### src/rtl/arb_pkg.sv
// Shared widths and channel indices for the arbiter ingress queues.
package arb_pkg;
  localparam int DATA_W = 8;
  localparam int NUM_CH = 4;
  localparam int DEPTH  = 4;
  localparam int PTR_W  = $clog2(DEPTH);
  localparam int CNT_W  = PTR_W + 1;
  localparam int CH_A   = 0;
  localparam int CH_B   = 1;
  localparam int CH_C   = 2;
  localparam int CH_D   = 3;
endpackage

### src/rtl/arb_ingress_queues_if.sv
// Producer/arbiter-facing bundle of the ingress queues.
interface arb_ingress_queues_if
  import arb_pkg::*;
  ();
  logic [NUM_CH-1:0] in_valid;
  logic [DATA_W-1:0] in_data_a;
  logic [DATA_W-1:0] in_data_b;
  logic [DATA_W-1:0] in_data_c;
  logic [DATA_W-1:0] in_data_d;
  logic [NUM_CH-1:0] in_ready;
  logic [NUM_CH-1:0] req;
  logic [DATA_W-1:0] head_a;
  logic [DATA_W-1:0] head_b;
  logic [DATA_W-1:0] head_c;
  logic [DATA_W-1:0] head_d;
  logic [NUM_CH-1:0] grant;
  logic [CNT_W-1:0]  count_a;
  logic [CNT_W-1:0]  count_b;
  logic [CNT_W-1:0]  count_c;
  logic [CNT_W-1:0]  count_d;
  logic [1:0]        err;

  modport master (
    output in_valid, in_data_a, in_data_b,
    output in_data_c, in_data_d, grant,
    input  in_ready, req, head_a, head_b,
    input  head_c, head_d, count_a, count_b,
    input  count_c, count_d, err
  );

  modport slave (
    input  in_valid, in_data_a, in_data_b,
    input  in_data_c, in_data_d, grant,
    output in_ready, req, head_a, head_b,
    output head_c, head_d, count_a, count_b,
    output count_c, count_d, err
  );
endinterface

### src/rtl/sync_fifo.sv
// Single-clock FIFO; count is the full/empty authority.
module sync_fifo #(
  parameter int DATA_W = 8,
  parameter int DEPTH  = 4
) (
  input  logic                   clk,
  input  logic                   rst,
  input  logic                   push,
  input  logic [DATA_W-1:0]      din,
  input  logic                   pop,
  output logic [DATA_W-1:0]      dout,
  output logic [$clog2(DEPTH):0] count,
  output logic                   full,
  output logic                   empty
);
  localparam int PTR_W = $clog2(DEPTH);
  localparam int CNT_W = PTR_W + 1;

  logic [DATA_W-1:0] mem [DEPTH];
  logic [PTR_W-1:0]  wr_ptr;
  logic [PTR_W-1:0]  rd_ptr;
  logic              wr;
  logic              rd;

  assign full  = count == CNT_W'(DEPTH);
  assign empty = count == '0;
  assign wr    = push & ~full;
  assign rd    = pop & ~empty;
  // Stale entries stay hidden so an empty queue reads as zero.
  assign dout  = empty ? '0 : mem[rd_ptr];

  always_ff @(posedge clk) begin
    if (wr) mem[wr_ptr] <= din;
  end

  always_ff @(posedge clk or posedge rst) begin
    if (rst) begin
      wr_ptr <= '0;
      rd_ptr <= '0;
      count  <= '0;
    end else begin
      if (wr) wr_ptr <= wr_ptr + 1'b1;
      if (rd) rd_ptr <= rd_ptr + 1'b1;
      unique case ({wr, rd})
        2'b10:   count <= count + 1'b1;
        2'b01:   count <= count - 1'b1;
        default: count <= count;
      endcase
    end
  end
endmodule

### src/rtl/arb_ingress_queues.sv
// Per-channel ingress FIFOs feeding the round-robin arbiter.
module arb_ingress_queues
  import arb_pkg::*;
(
  input logic                 clk,
  input logic                 rst,
  arb_ingress_queues_if.slave bus
);
  logic [DATA_W-1:0] din  [NUM_CH];
  logic [DATA_W-1:0] head [NUM_CH];
  logic [CNT_W-1:0]  cnt  [NUM_CH];
  logic [NUM_CH-1:0] full;
  logic [NUM_CH-1:0] empty;
  logic [NUM_CH-1:0] push;
  logic [NUM_CH-1:0] pop;
  logic              multi;
  logic              onehot;
  logic              bad_empty;

  assign din[CH_A] = bus.in_data_a;
  assign din[CH_B] = bus.in_data_b;
  assign din[CH_C] = bus.in_data_c;
  assign din[CH_D] = bus.in_data_d;

  assign bus.in_ready = ~full & {NUM_CH{~rst}};
  assign bus.req      = ~empty;
  assign push         = bus.in_valid & bus.in_ready;

  assign multi     = (bus.grant & (bus.grant - 4'd1)) != '0;
  assign onehot    = (bus.grant != '0) & ~multi;
  assign bad_empty = |(bus.grant & empty);
  assign pop       = bus.grant & ~empty & {NUM_CH{onehot}};

  for (genvar i = 0; i < NUM_CH; i++) begin : g_ch
    sync_fifo #(.DATA_W(DATA_W), .DEPTH(DEPTH)) u_fifo (
      .clk   (clk),
      .rst   (rst),
      .push  (push[i]),
      .din   (din[i]),
      .pop   (pop[i]),
      .dout  (head[i]),
      .count (cnt[i]),
      .full  (full[i]),
      .empty (empty[i])
    );
  end

  assign bus.head_a  = head[CH_A];
  assign bus.head_b  = head[CH_B];
  assign bus.head_c  = head[CH_C];
  assign bus.head_d  = head[CH_D];
  assign bus.count_a = cnt[CH_A];
  assign bus.count_b = cnt[CH_B];
  assign bus.count_c = cnt[CH_C];
  assign bus.count_d = cnt[CH_D];

  // Error flags are sticky until reset.
  always_ff @(posedge clk or posedge rst) begin
    if (rst) begin
      bus.err <= '0;
    end else begin
      bus.err[0] <= bus.err[0] | bad_empty;
      bus.err[1] <= bus.err[1] | multi;
    end
  end
endmodule

### src/flat_wrapper.sv
// flat-port wrapper written by rule: the top's interface ports become plain ports
module arb_ingress_queues_flat import arb_pkg::*;
  (clk, rst, bus_in_valid, bus_in_data_a, bus_in_data_b, bus_in_data_c, bus_in_data_d, bus_grant, bus_in_ready, bus_req, bus_head_a, bus_head_b, bus_head_c, bus_head_d, bus_count_a, bus_count_b, bus_count_c, bus_count_d, bus_err);
  arb_ingress_queues_if bus_i ();
  input logic clk;
  input logic rst;
  input wire logic [$bits(bus_i.in_valid)-1:0] bus_in_valid;
  input wire logic [$bits(bus_i.in_data_a)-1:0] bus_in_data_a;
  input wire logic [$bits(bus_i.in_data_b)-1:0] bus_in_data_b;
  input wire logic [$bits(bus_i.in_data_c)-1:0] bus_in_data_c;
  input wire logic [$bits(bus_i.in_data_d)-1:0] bus_in_data_d;
  input wire logic [$bits(bus_i.grant)-1:0] bus_grant;
  output wire logic [$bits(bus_i.in_ready)-1:0] bus_in_ready;
  output wire logic [$bits(bus_i.req)-1:0] bus_req;
  output wire logic [$bits(bus_i.head_a)-1:0] bus_head_a;
  output wire logic [$bits(bus_i.head_b)-1:0] bus_head_b;
  output wire logic [$bits(bus_i.head_c)-1:0] bus_head_c;
  output wire logic [$bits(bus_i.head_d)-1:0] bus_head_d;
  output wire logic [$bits(bus_i.count_a)-1:0] bus_count_a;
  output wire logic [$bits(bus_i.count_b)-1:0] bus_count_b;
  output wire logic [$bits(bus_i.count_c)-1:0] bus_count_c;
  output wire logic [$bits(bus_i.count_d)-1:0] bus_count_d;
  output wire logic [$bits(bus_i.err)-1:0] bus_err;
  assign bus_i.in_valid = bus_in_valid;
  assign bus_i.in_data_a = bus_in_data_a;
  assign bus_i.in_data_b = bus_in_data_b;
  assign bus_i.in_data_c = bus_in_data_c;
  assign bus_i.in_data_d = bus_in_data_d;
  assign bus_i.grant = bus_grant;
  assign bus_in_ready = bus_i.in_ready;
  assign bus_req = bus_i.req;
  assign bus_head_a = bus_i.head_a;
  assign bus_head_b = bus_i.head_b;
  assign bus_head_c = bus_i.head_c;
  assign bus_head_d = bus_i.head_d;
  assign bus_count_a = bus_i.count_a;
  assign bus_count_b = bus_i.count_b;
  assign bus_count_c = bus_i.count_c;
  assign bus_count_d = bus_i.count_d;
  assign bus_err = bus_i.err;
  arb_ingress_queues u_core (.clk(clk), .rst(rst), .bus(bus_i));
endmodule
### config.mk
export PLATFORM = sky130hd
export DESIGN_NAME = arb_ingress_queues_flat
export DESIGN_NICKNAME = d
export VERILOG_FILES = /design/src/rtl/arb_pkg.sv /design/src/rtl/arb_ingress_queues_if.sv /design/src/rtl/sync_fifo.sv /design/src/rtl/arb_ingress_queues.sv /design/src/flat_wrapper.sv
export SDC_FILE = /design/constraint.sdc
export NUM_CORES = 1
export LEC_CHECK = 0
export CAP_MARGIN = 30
export CELL_PAD_IN_SITES_DETAIL_PLACEMENT = 1
export CELL_PAD_IN_SITES_GLOBAL_PLACEMENT = 2
export CORE_ASPECT_RATIO = 1.75
export CORE_MARGIN = 4
export CORE_UTILIZATION = 40
export DETAILED_ROUTE_END_ITERATION = 12
export PLACE_DENSITY_LB_ADDON = 0.2
export REMOVE_ABC_BUFFERS = 1
export SETUP_SLACK_MARGIN = 0.3
export SLEW_MARGIN = 15
export SYNTH_ARGS = -nofsm -noshare
export SYNTH_HDL_FRONTEND = slang
export SYNTH_SLANG_ARGS = --single-unit
### constraint.sdc
create_clock -name clk -period 2.05 [get_ports clk]
set_input_delay 0.205 -clock clk [delete_from_list [all_inputs] [get_ports clk]]
set_output_delay 0.205 -clock clk [all_outputs]
set_load 0.02 [all_outputs]
==> impl_metrics.ini, run 1 <==
[clocking]
clock_latency_ns = 0.42
cts_root_buffer = clkbuf_16
cts_tree = yes
clk_pin_slew_ns = 0.06
htree_levels = 4
cts_buffer_depth = 2
cts_sinks = 158
cts_buffers = 17

[worst_hold_path]
hp-class = in -> reg

[floorplanning]
dieHeight_um = 179.7
ios = 96
die_w_um = 106.1
num_rows = 62
start_util = 0.4095
dieArea_um2 = 19060
core_um2 = 16450

[timing]
setup-violations-final = 0
drv_slew = 0
clock_skew_ns = 0.01095
rsz0062_at_grt = true
tns_ns = 0
finalHoldViolCount = 0
hold_ws_ns = 0.2067
fin_ws_ns = 0.02407
fmax_mhz = 493.6
fin_crit_sh = 0.9883
worst-slew-pin-transition_ns = 0.4731
maxSlewHeadroom = 0.6846
period_needed_ns = 2.026

[logic_synthesis]
synth.yosys.warnings = 0
yosys.area.top_type_share = 0.5707
async_flop_share = 0.1899
synth_cell_types = 29
yosys_most_used_dff = edfxtp_1
synth_top_cell_by_area = edfxtp_1
syn_area_per_cell_um2 = 17.77
synth_enable_flop_cells = 128
netlist_area_um2 = 6735
ys_ff_latch = 158
synth_cells = 379
netlist_top_cells_area = edfxtp_1 57%, dfrtp_1 11%, mux4_2 11%, and2_1 4.7%, ha_1 3.7%
ys_seq_area_frac = 0.6821

[power_and_ir_drop]
pwr-share-clk = 0.224
p_int_mw = 9.739
seq_power_share = 0.321
cellLeakagePower_nw = 3.773
switching_share = 0.3236
ir_drop_mv = 0.7401
power_density_nw_per_um2 = 1477
p_sw_mw = 4.658
power_frac_comb = 0.456

[drt]
wl_um = 15400
wire_per_inst_um = 19.06
drcViolationCount = 0
drt-vias-per-instance = 4.816
drt-initial-drc-count = 134
vias = 3891
first_pass_iters = 6
drtAntennaViolNets = 0

[critical_path]
cp_slowest_stage_delay_ns = 0.50
cpMaxStageDelayCell = mux4_2
arrival_ns = 1.82
crit_path_end_kind = primary output
required_ns = 1.85
crit_type = reg -> out
crit_path_max_fanout = 5
startpoint_type = flip-flop
cp_cell_sequence = buf_6 > buf_12 > mux4_2 > and2_4 > buf_6
path_common_cell = buf_6

[run]
maxCapViolCount = 0

[global_route]
grt_overflow_total = 0
grt_use_total = 0.1696
grt_max_degree = 24
antenna_found_initial = 0
grt_pass1_wl_um = 24340
grt_pass1_vias = 4443

[cells_and_area]
post-route-util = 0.5927
drive_gt1_frac = 0.4726
nets = 638
areaGrowthSynthToFinish_pct = 44.71
diodes = 0
fin_area_um2 = 9747

[placement]
placed_area_um2 = 8534
portBuffers = 95
routabilityCongestion = 0.7818
post-place-ws_ns = -0.5383
hpwlAfterDp_um = 10380

[outcome]
status = finished clean
==> routing by layer <==
layer  track usage  vias to the layer above  part of all wire
met1        0.1944                     2016              0.39
met4       0.05757                        0             0.017
met2        0.3106                       75              0.56
li1              -                     1781                 -
met5             0                        -                 0
met3       0.03553                       19             0.029
==> critical path, delay by kind of cell, from the launching register on <==
family,cells,cell delay (ns)
and+or+nand+nor,1,0.15
muxes,1,0.50
buffers and inverters,3,0.34
DFF,1,0.41
==> registers in the layout, indices dropped and copies added, names as in the netlist <==
signal	cells
u_core.bus.err	2
u_core.g_ch.u_fifo.count	12
u_core.g_ch.u_fifo.mem	128
u_core.g_ch.u_fifo.wr_ptr	8
u_core.g_ch.u_fifo.rd_ptr	8
==> per-stage QoR <==
stage               total power, mW  std cells
floorplan                     7.244        366
global placement              9.752        746
detailed placement            9.948        746
CTS                           14.27        799
global route                  15.19        808
finish                        14.40        808
==> final timing paths <==
path                       slack [ns]                               to  cells past startpoint                             from
hold / removal                   0.21                u_core.bus.err[0]                      3                     bus_grant[3]
setup reg to reg                 0.22   u_core.g_ch[3].u_fifo.count[2]                      9   u_core.g_ch[3].u_fifo.count[0]
max in group asynchronous        1.30   u_core.g_ch[1].u_fifo.count[1]                      4                              rst
hold reg to reg                  0.49                u_core.bus.err[0]                      2                u_core.bus.err[0]
min in group asynchronous        0.27  u_core.g_ch[3].u_fifo.wr_ptr[1]                      3                              rst
setup / recovery                 0.02                    bus_head_c[1]                      5  u_core.g_ch[2].u_fifo.rd_ptr[0]
==> Yosys cell counts (all sizes together) (5+ instances only) <==
cell	count
edfxtp	128
nor3	5
inv	29
mux4	32
nor2	9
xor2	12
ha	20
and2	51
buf	9
a21oi	9
dfrtp	30
xnor2	12
==> timing repair <==
action,4_1_cts,5_1_grt
hold buffers,0,0
gates cloned,3,0
resized for setup,298,46
pin swaps,49,40
setup endpoints to repair,55,51
buffers inserted,19,9
==> cell usage in the layout (no fill, tap or decap), types with 12 or more instances in the layout <==
master	n
buf_6	42
and2_4	35
xnor2_1	12
buf_12	17
inv_1	18
mux4_2	32
clkdlybuf4s50_1	39
edfxtp_1	128
ha_1	16
clkbuf_16	18
dfrtp_1	20
buf_4	64
and2_1	16
==> power by group through the flow <==
stage	Clock (mW)	Sequential [mW]	Combinational, mW
finish	3.22	4.62	6.56
detailed placement	0	4.57	5.38
CTS	3.29	4.61	6.37
floorplan	0	4.77	2.47
global placement	0	4.52	5.23
global route	3.44	4.69	7.06
==> logic make-up (layout without fill, tap and decap cells) <==
| family | count (synthesis) | count (layout) | share of synthesized area |
|---|---|---|---|
| DFF | 158 | 158 | 0.6821 |
| and+or+nand+nor | 79 | 79 | 0.07171 |
| buffers and inverters | 42 | 247 | 0.02954 |
| muxes | 39 | 39 | 0.1181 |
| adders and majority gates | 25 | 25 | 0.05053 |
| xor gates and xnor gates | 24 | 24 | 0.03121 |
| AOI/OAI and AO/OA | 12 | 12 | 0.01672 |
==> area by class of cell <==
| class | count | area [um2] |
|---|---|---|
| sequential | 158 | 4607 |
| fill | 1545 | 6699 |
| clock inverter | 12 | 161.4 |
| clock buffer | 19 | 432.9 |
| inverter | 29 | 111.4 |
| multi-input combinational | 179 | 2192 |
| timing repair buffer | 187 | 1962 |
| tap | 224 | 280.3 |
Power figures use the tool's default switching activity.
==> run 2: changes to the inputs <==
- CORE_ASPECT_RATIO: 1.75 -> not set
==> impl_metrics.ini, run 2 (synthesis gave the netlist of run 1 again) <==
[drt]
wire_per_inst_um = 18.94
drt-initial-drc-count = 174
drcViolationCount = 0
wl_um = 15190
wl_met3_um = 571
met1_length_um = 6354
wl_met2_um = 8023
top_layer = met5
drtAntennaViolNets = 0
first_pass_iters = 4
vias = 3867
drt-vias-per-instance = 4.822

[timing]
period_needed_ns = 2.016
drv_slew = 0
rsz0062_at_grt = true
setup-violations-final = 0
fin_crit_sh = 0.9832
maxSlewHeadroom = 0.6663
worst-slew-pin-transition_ns = 0.5005
finalHoldViolCount = 0
fmax_mhz = 496.1
clock_skew_ns = 0.006369

[critical_path]
worst-r2r-cell-count = 9
crit_path_end_kind = primary output
required_ns = 1.85
startpoint_type = flip-flop
crit_type = reg -> out
arrival_ns = 1.81
crit_path_max_fanout = 4
reg2reg_from = u_core.g_ch[0].u_fifo.count[0]
startpoint = u_core.g_ch[0].u_fifo.rd_ptr[0]

[cells_and_area]
final_cell_mix = 128 x edfxtp_1, 62 x buf_4, 44 x buf_6
fin_area_um2 = 9796
drive_gt1_frac = 0.4674
largest-register = u_core.g_ch.u_fifo.mem
diodes = 0
final_common_cell = edfxtp_1
areaGrowthSynthToFinish_pct = 45.44
largest_register_ffs = 128
nets = 636
reg_top3 = u_core.g_ch.u_fifo.mem: 128 flops, u_core.g_ch.u_fifo.count: 12 flops

[clocking]
cts_root_buffer = clkbuf_16
cts_buffer_depth = 2
cts_sinks = 158
cts_buffers = 17
clock_latency_ns = 0.41
htree_levels = 4
cts_tree = yes
holdBufCountCts = 0
clk_pin_slew_ns = 0.06

[power_and_ir_drop]
cellLeakagePower_nw = 3.832
power_density_nw_per_um2 = 1510
ir_drop_mv = 0.6720
power_mw = 14.79

[global_route]
grt_max_degree = 17
antenna_found_initial = 1
grt_overflow_total = 0
grt_pass1_vias = 4321
grt_pass1_wl_um = 23210
grt_use_total = 0.1656

[placement]
hpwlAfterDp_um = 9617
portBuffers = 95
routabilityCongestion = 0.7429
placed_area_um2 = 8449

[floorplanning]
start_util = 0.4076
num_rows = 47
dieArea_um2 = 18980
dieHeight_um = 137.8
die_w_um = 137.8
core_um2 = 16520
ios = 96

[run]
maxCapViolCount = 0

[outcome]
status = finished clean

[worst_hold_path]
hp-class = in -> async
-- run 2: layout make-up --
type | count | area [um2]
fill | 1486 | 6729
sequential | 158 | 4604
multi-input combinational | 179 | 2187
timing repair buffer | 185 | 1928
clock buffer | 18 | 429.2
tap | 220 | 275.3
clock inverter | 13 | 262.8
inverter | 29 | 108.9
-- run 2: critical path, cell delays in order (launching register included) --
cell,delay [ns]
dfrtp_2,0.41
buf_12,0.12
buf_16,0.10
mux4_2,0.49
and2_4,0.15
buf_6,0.12
-- run 2: final timing paths --
path / to / slack (ns)
min in group clk: u_core.bus.err[0] / 0.36
worst min-delay path: u_core.bus.err[1] / 0.30
worst max register to register: u_core.g_ch[0].u_fifo.count[2] / 0.18
worst min register to register: u_core.bus.err[1] / 0.50
max in group asynchronous: u_core.g_ch[3].u_fifo.count[1] / 1.55
worst max-delay path: bus_head_a[1] / 0.03
-- run 2: through the flow --
stage,cells,hold slack [ns],util,setup TNS [ns],setup WS (ns)
floorplan,366,0.2958,-,-0.3517,-0.1123
global placement,738,0.4753,0.5113,-1.481,-0.2971
detailed placement,738,0.4655,0.5113,-1.898,-0.3772
CTS,793,0.2970,0.5800,0,0.01008
global route,802,0.3490,0.5928,-0.2615,-0.03240
finish,802,0.2958,0.5928,0,0.03447
-- run 2: what timing repair did --
item,4_1_cts,5_1_grt
gates resized for setup,292,50
hold endpoints to repair,0,0
pin swaps,46,37
buffers inserted,22,8
setup endpoints to repair,53,52
cloned,2,1
-- run 2: routing by layer --
| layer | global-route usage | vias to the layer above |
|---|---|---|
| li1 | - | 1778 |
| met1 | 0.2052 | 1989 |
| met2 | 0.2855 | 77 |
| met3 | 0.03981 | 21 |
| met4 | 0.05543 | 2 |
| met5 | 0 | - |
-- run 2: where the power goes --
group / internal, mW / total [mW] / switching, mW
logic: 3.70 / 6.48 / 2.78
clock network: 2.41 / 3.68 / 1.26
registers: 4.07 / 4.63 / 0.567
total: 10.2 / 14.8 / 4.61
==> run 3: changes to the inputs <==
- CORE_UTILIZATION: 40 -> 42
- CTS_BUF_LIST: not set -> sky130_fd_sc_hd__clkbuf_4 sky130_fd_sc_hd__clkbuf_8
==> impl_metrics.ini, run 3 (synthesis gave the netlist of run 1 again) <==
[outcome]
status = finished, violations left
violations = setup timing

[timing]
maxSlewHeadroom = 0.6814
fin_ws_ns = -0.0003710
period_needed_ns = 2.050
finalHoldViolCount = 0
drv_slew = 0
fmax_mhz = 487.7
worst-slew-pin-transition_ns = 0.4779
clock_skew_ns = 0.01152
hold_ws_ns = 0.3169
rsz0062_at_grt = true
fin_crit_sh = 1.000
setup-violations-final = 1

[cells_and_area]
areaGrowthSynthToFinish_pct = 41.97
final_common_cell = edfxtp_1
largest-register = u_core.g_ch.u_fifo.mem
final_cell_mix = 128 x edfxtp_1, 65 x buf_4, 45 x buf_6
drive_gt1_frac = 0.4787
fin_area_um2 = 9562
largest_register_ffs = 128
diodes = 0
reg_top3 = u_core.g_ch.u_fifo.mem: 128 flops, u_core.g_ch.u_fifo.count: 12 flops
nets = 640

[floorplanning]
num_rows = 46
ios = 96
dieHeight_um = 134.6
core_um2 = 15770
dieArea_um2 = 18130
start_util = 0.4271
die_w_um = 134.6

[clocking]
clock_latency_ns = 0.45
cts_tree = yes
htree_levels = 4
cts_sinks = 158
cts_buffer_depth = 2
cts_root_buffer = clkbuf_8
clk_pin_slew_ns = 0.09
cts_buffers = 17

[placement]
post-place-ws_ns = -0.4627
placed_area_um2 = 8489
routabilityCongestion = 0.7063
portBuffers = 95
hpwlAfterDp_um = 10160

[worst_hold_path]
hp-class = in -> async

[global_route]
grt_max_degree = 17
grt_pass1_vias = 4294
grt_use_total = 0.1731
grt_overflow_total = 0
antenna_found_initial = 0
grt_pass1_wl_um = 23680

[critical_path]
cpMaxStageDelayCell = mux4_2
required_ns = 1.85
crit_path_end_kind = primary output
cp_cell_sequence = buf_12 > mux4_2 > and2_4 > buf_6
crit_path_max_fanout = 8
arrival_ns = 1.85
cp_slowest_stage_delay_ns = 0.52
crit_type = reg -> out
startpoint_type = flip-flop

[drt]
vias = 3828
drtAntennaViolNets = 0
drt-vias-per-instance = 4.767
wl_um = 15190
wire_per_inst_um = 18.91
drcViolationCount = 0
first_pass_iters = 4
drt-initial-drc-count = 198

[power_and_ir_drop]
ir_drop_mv = 0.6557
power_density_nw_per_um2 = 1426
cellLeakagePower_nw = 3.677
power_mw = 13.64

[run]
maxCapViolCount = 0
==> run 3: layer usage <==
metal	up-vias	part of all wire	track usage	routed length [um]
met5	-	0	0	0
met4	0	0.011	0.05769	171
met3	12	0.031	0.03614	474
met2	75	0.53	0.2968	8019
met1	1959	0.43	0.2208	6520
li1	1782	-	-	-
==> run 3: cell type report <==
cell class / instances / area (um2)
clock inverters: 15 / 209.0
multi-input cells: 179 / 2191
fillers: 1451 / 6208
repair buffers: 189 / 1943
clock buffers: 17 / 234.0
flip-flops and latches: 158 / 4606
inverters: 29 / 108.9
well taps: 216 / 270.3
==> run 3: per-stage QoR <==
stage               cells  setup TNS [ns]    util
finish                803      -0.0003710  0.6063
global route          803         -0.5011  0.6063
CTS                   793         -0.2274  0.5994
detailed placement    735          -2.354  0.5383
global placement      735          -1.548  0.5383
floorplan             366         -0.3517       -
==> run 3: worst max-delay path: cells and delay by family, from the launching register on <==
kind	cells	cell delay (ns)
buffers and inverters	2	0.29
DFF	1	0.43
muxes	1	0.52
and+or+nand+nor	1	0.16
==> run 3: path summary, 6_finish.rpt <==
kind,startpoint,to,slack (ns),cells past startpoint
worst min-delay path,rst,u_core.g_ch[2].u_fifo.count[1],0.32,4
worst min register to register,u_core.bus.err[1],u_core.bus.err[1],0.49,1
max in group asynchronous,rst,u_core.g_ch[2].u_fifo.count[0],1.53,4
min in group clk,bus_grant[1],u_core.bus.err[0],0.36,3
worst max-delay path,u_core.g_ch[2].u_fifo.rd_ptr[0],bus_head_c[1],-0.0004,4
worst max register to register,u_core.g_ch[2].u_fifo.count[1],u_core.g_ch[2].u_fifo.count[2],0.17,9
==> run 3: report_power, final <==
part | leakage (nW) | total, mW | switching, mW | internal (mW)
registers | 1.50 | 4.64 | 0.584 | 4.06
logic | 1.96 | 6.44 | 2.78 | 3.66
clock network | 0.215 | 2.55 | 1.20 | 1.34
total | 3.68 | 13.6 | 4.57 | 9.06
==> run 3: what timing repair did <==
| item | in CTS | in global routing |
|---|---|---|
| hold buffers | 0 | 0 |
| gates cloned | 1 | 2 |
| setup buffers | 25 | 8 |
| resized for setup | 334 | 23 |
| endpoints found under the setup margin | 61 | 48 |
| pin swaps | 56 | 20 |
